$ cat config.mk
export PLATFORM = sky130hd
export DESIGN_NAME = register_file
export DESIGN_NICKNAME = d
export VERILOG_FILES = /design/src/rtl/register_file_pkg.sv /design/src/rtl/regfile_read_port.sv /design/src/rtl/register_file.sv
export SDC_FILE = /design/constraint.sdc
export NUM_CORES = 2
export LEC_CHECK = 0
export BUFFER_PORTS_ARGS = -buffer_cell sky130_fd_sc_hd__buf_2
export CELL_PAD_IN_SITES_DETAIL_PLACEMENT = 1
export CELL_PAD_IN_SITES_GLOBAL_PLACEMENT = 1
export CORE_UTILIZATION = 35
export CTS_BUF_LIST = sky130_fd_sc_hd__clkbuf_4
export DETAILED_ROUTE_END_ITERATION = 7
export PLACE_DENSITY_LB_ADDON = 0.15
export SYNTH_ARGS = -nofsm -noshare
export SYNTH_HDL_FRONTEND = slang
export SYNTH_SLANG_ARGS = --single-unit
$ cat constraint.sdc
create_clock -name clk -period 4.3 [get_ports clk]
set_input_delay 0.645 -clock clk [delete_from_list [all_inputs] [get_ports clk]]
set_output_delay 0.645 -clock clk [all_outputs]
set_load 0.1 [all_outputs]
$ cat src/rtl/register_file_pkg.sv
// Shared sizing constants for the architectural register file.
// ROB id width tracks the ROB depth; register index width tracks NUM_ARCH_REGS.
package register_file_pkg;
  localparam int ROBSIZE       = 4;
  localparam int NUM_ARCH_REGS = 32;
  localparam int REG_IDX_W     = 5;
  localparam int XLEN          = 32;
endpackage

$ cat src/rtl/regfile_read_port.sv
// One operand lookup: state, then same-cycle commit, then ROB value, else wait on tag.
// Purely combinational (zero latency); no backpressure, the caller retries on !rs_ready.
module regfile_read_port
  import register_file_pkg::*;
#(
  parameter int ROB_ID_W = ROBSIZE
) (
  input  logic [REG_IDX_W-1:0] rs_id,
  input  logic [XLEN-1:0]      reg_val,
  input  logic                 reg_busy,
  input  logic [ROB_ID_W-1:0]  reg_tag,
  input  logic                 commit_en,
  input  logic [REG_IDX_W-1:0] commit_rd,
  input  logic [XLEN-1:0]      commit_val,
  input  logic [ROB_ID_W-1:0]  commit_rob_id,
  input  logic                 rob_q_ready,
  input  logic [XLEN-1:0]      rob_q_val,
  output logic                 rs_ready,
  output logic [XLEN-1:0]      rs_val,
  output logic [ROB_ID_W-1:0]  rs_dep
);

  always_comb begin
    rs_ready = 1'b0;
    rs_val   = '0;
    rs_dep   = '0;
    if (rs_id == '0 || !reg_busy) begin
      rs_ready = 1'b1;
      rs_val   = (rs_id == '0) ? '0 : reg_val;
    end else if (commit_en && commit_rd == rs_id && commit_rob_id == reg_tag) begin
      rs_ready = 1'b1;
      rs_val   = commit_val;
    end else if (rob_q_ready) begin
      rs_ready = 1'b1;
      rs_val   = rob_q_val;
    end else begin
      rs_dep   = reg_tag;
    end
  end

endmodule

$ cat src/rtl/register_file.sv
// Architectural register file with per-register rename tag; commit/rename/clear updates on clk.
// Reads are combinational from pre-edge state; rdy low freezes all state (no other backpressure).
module register_file
  import register_file_pkg::*;
#(
  parameter int ROB_ID_W = ROBSIZE,
  parameter int NUM_REGS = NUM_ARCH_REGS
) (
  input  logic                 clk,
  input  logic                 rst_n,
  input  logic                 rdy,
  input  logic                 clear,
  input  logic                 commit_en,
  input  logic [REG_IDX_W-1:0] commit_rd,
  input  logic [XLEN-1:0]      commit_val,
  input  logic [ROB_ID_W-1:0]  commit_rob_id,
  input  logic                 dep_en,
  input  logic [REG_IDX_W-1:0] dep_rd,
  input  logic [ROB_ID_W-1:0]  dep_rob_id,
  input  logic [REG_IDX_W-1:0] rs1_id,
  input  logic [REG_IDX_W-1:0] rs2_id,
  output logic [ROB_ID_W-1:0]  rob_qid1,
  output logic [ROB_ID_W-1:0]  rob_qid2,
  input  logic                 rob_q1_ready,
  input  logic                 rob_q2_ready,
  input  logic [XLEN-1:0]      rob_q1_val,
  input  logic [XLEN-1:0]      rob_q2_val,
  output logic                 rs1_ready,
  output logic                 rs2_ready,
  output logic [XLEN-1:0]      rs1_val,
  output logic [XLEN-1:0]      rs2_val,
  output logic [ROB_ID_W-1:0]  rs1_dep,
  output logic [ROB_ID_W-1:0]  rs2_dep
);

  logic [XLEN-1:0]     val_q [NUM_REGS];
  logic [XLEN-1:0]     val_d [NUM_REGS];
  logic [ROB_ID_W-1:0] tag_q [NUM_REGS];
  logic [ROB_ID_W-1:0] tag_d [NUM_REGS];
  logic [NUM_REGS-1:0] busy_q;
  logic [NUM_REGS-1:0] busy_d;

  // Rename is applied after commit so a same-cycle rename of the same rd keeps it busy.
  always_comb begin
    val_d  = val_q;
    tag_d  = tag_q;
    busy_d = busy_q;
    if (rdy) begin
      if (commit_en && commit_rd != '0) begin
        val_d[commit_rd] = commit_val;
        if (tag_q[commit_rd] == commit_rob_id) begin
          busy_d[commit_rd] = 1'b0;
        end
      end
      if (clear) begin
        busy_d = '0;
      end else if (dep_en && dep_rd != '0) begin
        busy_d[dep_rd] = 1'b1;
        tag_d[dep_rd]  = dep_rob_id;
      end
    end
  end

  always_ff @(posedge clk or negedge rst_n) begin
    if (!rst_n) begin
      for (int i = 0; i < NUM_REGS; i++) begin
        val_q[i] <= '0;
        tag_q[i] <= '0;
      end
      busy_q <= '0;
    end else begin
      val_q  <= val_d;
      tag_q  <= tag_d;
      busy_q <= busy_d;
    end
  end

  assign rob_qid1 = tag_q[rs1_id];
  assign rob_qid2 = tag_q[rs2_id];

  regfile_read_port #(.ROB_ID_W(ROB_ID_W)) u_rd1 (
    .rs_id         (rs1_id),
    .reg_val       (val_q[rs1_id]),
    .reg_busy      (busy_q[rs1_id]),
    .reg_tag       (tag_q[rs1_id]),
    .commit_en     (commit_en),
    .commit_rd     (commit_rd),
    .commit_val    (commit_val),
    .commit_rob_id (commit_rob_id),
    .rob_q_ready   (rob_q1_ready),
    .rob_q_val     (rob_q1_val),
    .rs_ready      (rs1_ready),
    .rs_val        (rs1_val),
    .rs_dep        (rs1_dep)
  );

  regfile_read_port #(.ROB_ID_W(ROB_ID_W)) u_rd2 (
    .rs_id         (rs2_id),
    .reg_val       (val_q[rs2_id]),
    .reg_busy      (busy_q[rs2_id]),
    .reg_tag       (tag_q[rs2_id]),
    .commit_en     (commit_en),
    .commit_rd     (commit_rd),
    .commit_val    (commit_val),
    .commit_rob_id (commit_rob_id),
    .rob_q_ready   (rob_q2_ready),
    .rob_q_val     (rob_q2_val),
    .rs_ready      (rs2_ready),
    .rs_val        (rs2_val),
    .rs_dep        (rs2_dep)
  );

endmodule

# Yosys cells after proc, flatten, opt, wreduce, memory -nomap -nowiden
# Index checks and enable logic that the tools add are counted.
# word_totals
regBits	1184
# op_classes
order_cmp	12
n_eq_ne	5
n_mux	54
n_bitwise	8
reduce_logical	20
# op_table
operator	n
bitwise mux 1024 bit	1
two-way mux 32 bit	18
binary-select mux 32 bit (select 5 bit)	2
demux 32 bit (select 5 bit)	1
bitwise mux 128 bit	1
binary-select mux 4 bit (select 5 bit)	3
two-way mux 4 bit	13
AND 32 bit	1
inverter 32 bit	1
OR 32 bit	1
greater-or-equal comparator 6 bit, second input constant	4
less-than comparator 5 x 6 -> 1 bit, second input constant	4
inverter 5 -> 6 bit	4
demux 4 bit (select 5 bit)	1
equality test 4 bit	3
less-than comparator 6 x 1 -> 1 bit, second input constant	2
binary-select mux 1 bit (select 5 bit)	2
demux 1 bit (select 5 bit)	2
equality test 5 bit	2
greater-or-equal comparator 5 x 1 -> 1 bit, second input constant	2
logical AND 1 bit	10
zero test 5 bit	2
two-way mux 1 bit	10
nonzero test 5 bit	2
other kinds (5)	7

# Depth between registers and ports, before layout
# logic_depth
ltp_word	12
depth_mapped	13

# Hierarchy
# A second synthesis with hierarchy kept.
# unflattened
cells_unflattened	4206
hier_area_um2	65831.9
# by_module_without_submodules
module	n_inst	cells_each	area_per_inst_um2	seq_area_each_um2
register_file	1	3880	63682.3	29628.4
regfile_read_port	2	163	1074.8	0.0

# Worst setup path before layout
# No wires, ideal clock.
# synth_path
kind	input-to-output
startpoint	in rs2_id[0]
endpoint	out rs2_val[13]
arrival_time_ps	6844
path_slack_ps	-3189
stages	12
n_path_buf	4
path_cell_list	buf_4 buf_6 buf_4 nor2_1 buf_2 a22oi_1 nand3_1 nand4_1 xor2_1 nor3_1 and2_0 o311ai_0
# synth_via
elab_chain_len	8
elab_cells_between_ends	19
cone_classes	2 x eq/ne; 11 x mux; 1 x bitwise; 5 x reduce/logical
# synth_rtl
element	line	rtl
from (decl)	register_file.sv:21	input logic [REG_IDX_W-1:0] rs2_id,
inverter 5 -> 6 bit	-	
binary-select mux 4 bit (select 5 bit)	-	
two-way mux 4 bit (2 in a row)	-	
named net rob_qid2[1]	register_file.sv:23	output logic [ROB_ID_W-1:0] rob_qid2,
equality test 4 bit	regfile_read_port.sv:30	end else if (commit_en && commit_rd == rs_id && commit_rob_id == reg_tag) begin
logical AND 1 bit	regfile_read_port.sv:30	
two-way mux 32 bit	regfile_read_port.sv:30	
two-way mux 32 bit	regfile_read_port.sv:27	if (rs_id == '0 || !reg_busy) begin
to (decl)	register_file.sv:31	output logic [XLEN-1:0] rs2_val,
# The timed path passes the listed nets, and every way through them passes these cells. The select of a mux whose other input is x is not followed.

# Final worst setup path
# layout_path
startpoint	reg busy_q[7]
endpoint	out rs2_val[10]
# layout_via
elab_chain_len	5
# layout_rtl
element	line	rtl
from (decl)	register_file.sv:40	logic [NUM_REGS-1:0] busy_q;
from (signal assigned)	register_file.sv:74	busy_q <= busy_d;
binary-select mux 1 bit (select 5 bit)	register_file.sv:100	.reg_busy (busy_q[rs2_id]),
two-way mux 1 bit (not written as such)	register_file.sv:100	
zero test 1 bit	regfile_read_port.sv:27	
logical OR 1 bit	regfile_read_port.sv:27	
two-way mux 32 bit	regfile_read_port.sv:27	
# Every way passes these cells. The select of a mux whose other input is x is not followed.

==> impl_metrics.csv <==
group,metric,value,unit
synth,syn_nets,4562,
power,switching_share,31.1,%
timing,setup_viol,74,
synth,syn_inst,4430,
synth,synth-seq-area-share,45.3,%
placement,hpwl,157000,um
clock_tree,cts-buffers-inserted,359,
timing,grt_setup_unrepaired,"true",
clock_tree,cts_sinks,1184,
synth,syn-cell-area,65400,sq um
clock_tree,clk_pin_slew,0.07,ns
synth,synth_warnings,0,
timing,finalClockSkew,0.0496,ns
power,pwr-share-seq,43.4,%
power,peakVddDrop,0.000273,V
flow_run,cap_violations,0,
synth,synth_seq_cells,1184,
setup_path,crit_fanout,9,
die,ios,214,
clock_tree,max-clock-path-buffers,4,
placement,place.gp.congestion,0.866,
routing,drt-initial-drc-count,2916,
power,p_total,0.0313,W
timing,final_hold_viol_count,0,
global_route,grt_start_max_net_pins,119,
power,p_leak,35.0,nW
power,clockPowerShare,33.3,%
setup_path,required,3.65,ns
timing,slew_headroom,25.4,%
finish,final_common_cell,"dfrtp_1",
routing,routed_wl,254000,um
die,fp-row-count,158,
die,die_w,434,um
global_route,antenna_found_initial,11,
timing,setup_ws,-0.589,ns
placement,place_area,73600,sq um
power,combPwrFrac,23.3,%
synth,synth_cell_types,61,
timing,slew_viol_final,0,
timing,fin_crit,4.89,ns
placement,port_buffers,213,
power,powerDensity,396,nW/um^2
global_route,grt_pass1_vias,48900,
routing,ant_nets,0,
routing,viasPerCell,5.91,
finish,fin_nets,5044,
finish,fill_cells,18700,
finish,drive_above_1_share,58.6,%
clock_tree,root_buffer,"clkbuf_4",
global_route,grt.total_usage,27.4,%
synth,avgSynthCellArea,14.8,sq um
placement,dp.cells,6953,
synth,synth_edf_count,0,
outcome,status,"finished with violations",
finish,final_cells,7609,
power,p_int,0.0215,W
routing,drc,0,
finish,final_cell_mix,"dfrtp_1, mux2_2, mux4_2",
timing,min_period_over_period,114,%
outcome,violations,"setup timing",
clock_tree,cts_tree,"yes",
setup_path,cp.arrival,4.24,ns
hold_path,holdCritPathClass,"primary input to register",
finish,finish.instance_area,78900,sq um
setup_path,cp-start-kind,"register",
setup_path,critPathKind,"register to primary output",
die,die_h,434,um
global_route,grt_remaining_overflow,0,
die,die_area,189000,sq um
routing,first_pass_iters,5,
finish,area_delta_synth_final,20.7,%
routing,wl_per_cell,33.4,um
global_route,grt_pass1_wl,368000,um
power,p_sw,0.00973,W
clock_tree,htree_levels,5,
setup_path,end_kind,"primary output",
clock_tree,clk_latency,1.35,ns
timing,worstMarginPinSlew,1.12,ns
timing,finalSetupTns,-35.81,ns
timing,fmax,205,MHz
die,start_util,35.3,%
synth,synthArstFlopShare,100,%
routing,num_vias,45000,
synth,synthFlopType,"dfrtp_1",
die,coreArea,185000,sq um
-- metrics by stage --
stage	hold slack (ns)	utilization (%)	setup slack, ns
after floorplan	0.349	-	-0.690
after global placement	0.380	39.7	-0.0903
after detailed placement	0.385	39.7	-0.0752
after CTS	0.0138	42.4	-0.708
after global routing	0.108	42.6	-0.695
final	0.151	42.6	-0.589
-- cell type report --
| class | count | area [sq um] | area share, % |
|---|---|---|---|
| Clock buffer | 496 | 3720 | 4.72 |
| Tap cell | 2480 | 3100 | 3.93 |
| Inverter | 49 | 184 | 0.233 |
| Timing Repair Buffer | 615 | 6950 | 8.81 |
| Antenna cell | 7 | 17.5 | 0.0222 |
| Clock inverter | 75 | 318 | 0.403 |
| Sequential cell | 1184 | 29600 | 37.5 |
| Multi-Input combinational cell | 2703 | 35000 | 44.3 |
-- power by group through the flow --
stage | sequential (W) | clock [W] | combinational (W)
floorplan | 0.0133 | 0 | 0.00490
global placement | 0.0136 | 0 | 0.00705
detailed placement | 0.0137 | 0 | 0.00714
CTS | 0.0135 | 0.0108 | 0.00731
global route | 0.0137 | 0.0114 | 0.00767
finish | 0.0136 | 0.0104 | 0.00729
-- routing by layer --
| metal | global-route usage, % | vias to the layer above | routed length (um) |
|---|---|---|---|
| met2 | 44.3 | 1289 | 123000 |
| met1 | 36.8 | 24900 | 110000 |
| met3 | 4.28 | 462 | 11100 |
| li1 | - | 18300 | - |
| met5 | 0 | - | 67 |
| met4 | 10.7 | 12 | 9660 |
-- logic make-up (layout without fill, tap and decap cells) --
logic type / Yosys count / in the layout / share of synthesized area (%)
AOI/OAI and AO/OA: 312 / 312 / 3.65
xor gates and xnor gates: 19 / 19 / 0.255
buffers and inverters: 543 / 1235 / 3.42
DFF: 1184 / 1184 / 45.3
muxes: 1967 / 1967 / 44.5
other: 0 / 7 / 0
and+or+nand+nor: 405 / 405 / 2.90
-- cells in the mapped netlist (8+ instances only) --
cell | instances | area share [%]
clkbuf_1 | 349 | 2.0
dfrtp_1 | 1184 | 45
and3_1 | 11 | 0.11
xnor2_1 | 10 | 0.13
nor2b_1 | 25 | 0.24
buf_1 | 35 | 0.20
mux4_2 | 636 | 22
nand3_1 | 26 | 0.20
a221oi_1 | 28 | 0.38
a211oi_1 | 9 | 0.10
a22oi_1 | 35 | 0.40
o22ai_1 | 26 | 0.25
nand4_1 | 8 | 0.077
o221ai_1 | 53 | 0.71
inv_1 | 48 | 0.28
o21ai_0 | 37 | 0.28
buf_4 | 17 | 0.20
buf_2 | 90 | 0.69
nand2_1 | 183 | 1.1
a21oi_1 | 29 | 0.22
xor2_1 | 9 | 0.12
mux2i_1 | 200 | 3.1
a221o_1 | 33 | 0.51
nand2b_1 | 19 | 0.18
nor3_1 | 13 | 0.10
mux2_2 | 1130 | 19
o211ai_1 | 21 | 0.24
nor2_1 | 79 | 0.45
a31o_2 | 12 | 0.16
-- worst paths after layout --
kind	startpoint	endpoint	slack, ns	cells after the start
max in group asynchronous	rst_n	val_q[937]$_DFFE_PN0P_	2.93	4
max	busy_q[7]$_DFFE_PN0P_	rs2_val[10]	-0.59	8
min	commit_rd[2]	val_q[511]$_DFFE_PN0P_	0.15	5
min reg2reg	val_q[1019]$_DFFE_PN0P_	val_q[1019]$_DFFE_PN0P_	0.40	0
min in group asynchronous	rst_n	tag_q[9]$_DFFE_PN0P_	0.62	4
max reg2reg	tag_q[48]$_DFFE_PN0P_	busy_q[1]$_DFFE_PN0P_	0.92	10
-- flip-flops by register name, indices dropped and copies added, names as in the netlist --
name    cells
tag_q     128
busy_q     32
val_q    1024
-- critical path, cell delays in order (launching register included) --
cell and delay (ns):
dfrtp_1 0.42, mux4_2 0.49, mux4_2 0.50, mux2i_4 0.26, and4bb_4 0.25, buf_12 0.16
clkbuf_16 0.18, a221o_4 0.43, buf_12 0.17
-- what timing repair did --
action	in CTS	in global routing
gates resized for setup	94	24
endpoints found under the hold margin	2086	0
hold buffers	53	0
pin swaps	32	15
endpoints found under the setup margin	74	74
buffers inserted	18	6
cloned	1	2
Note: power is estimated with default switching activity, not from simulation.
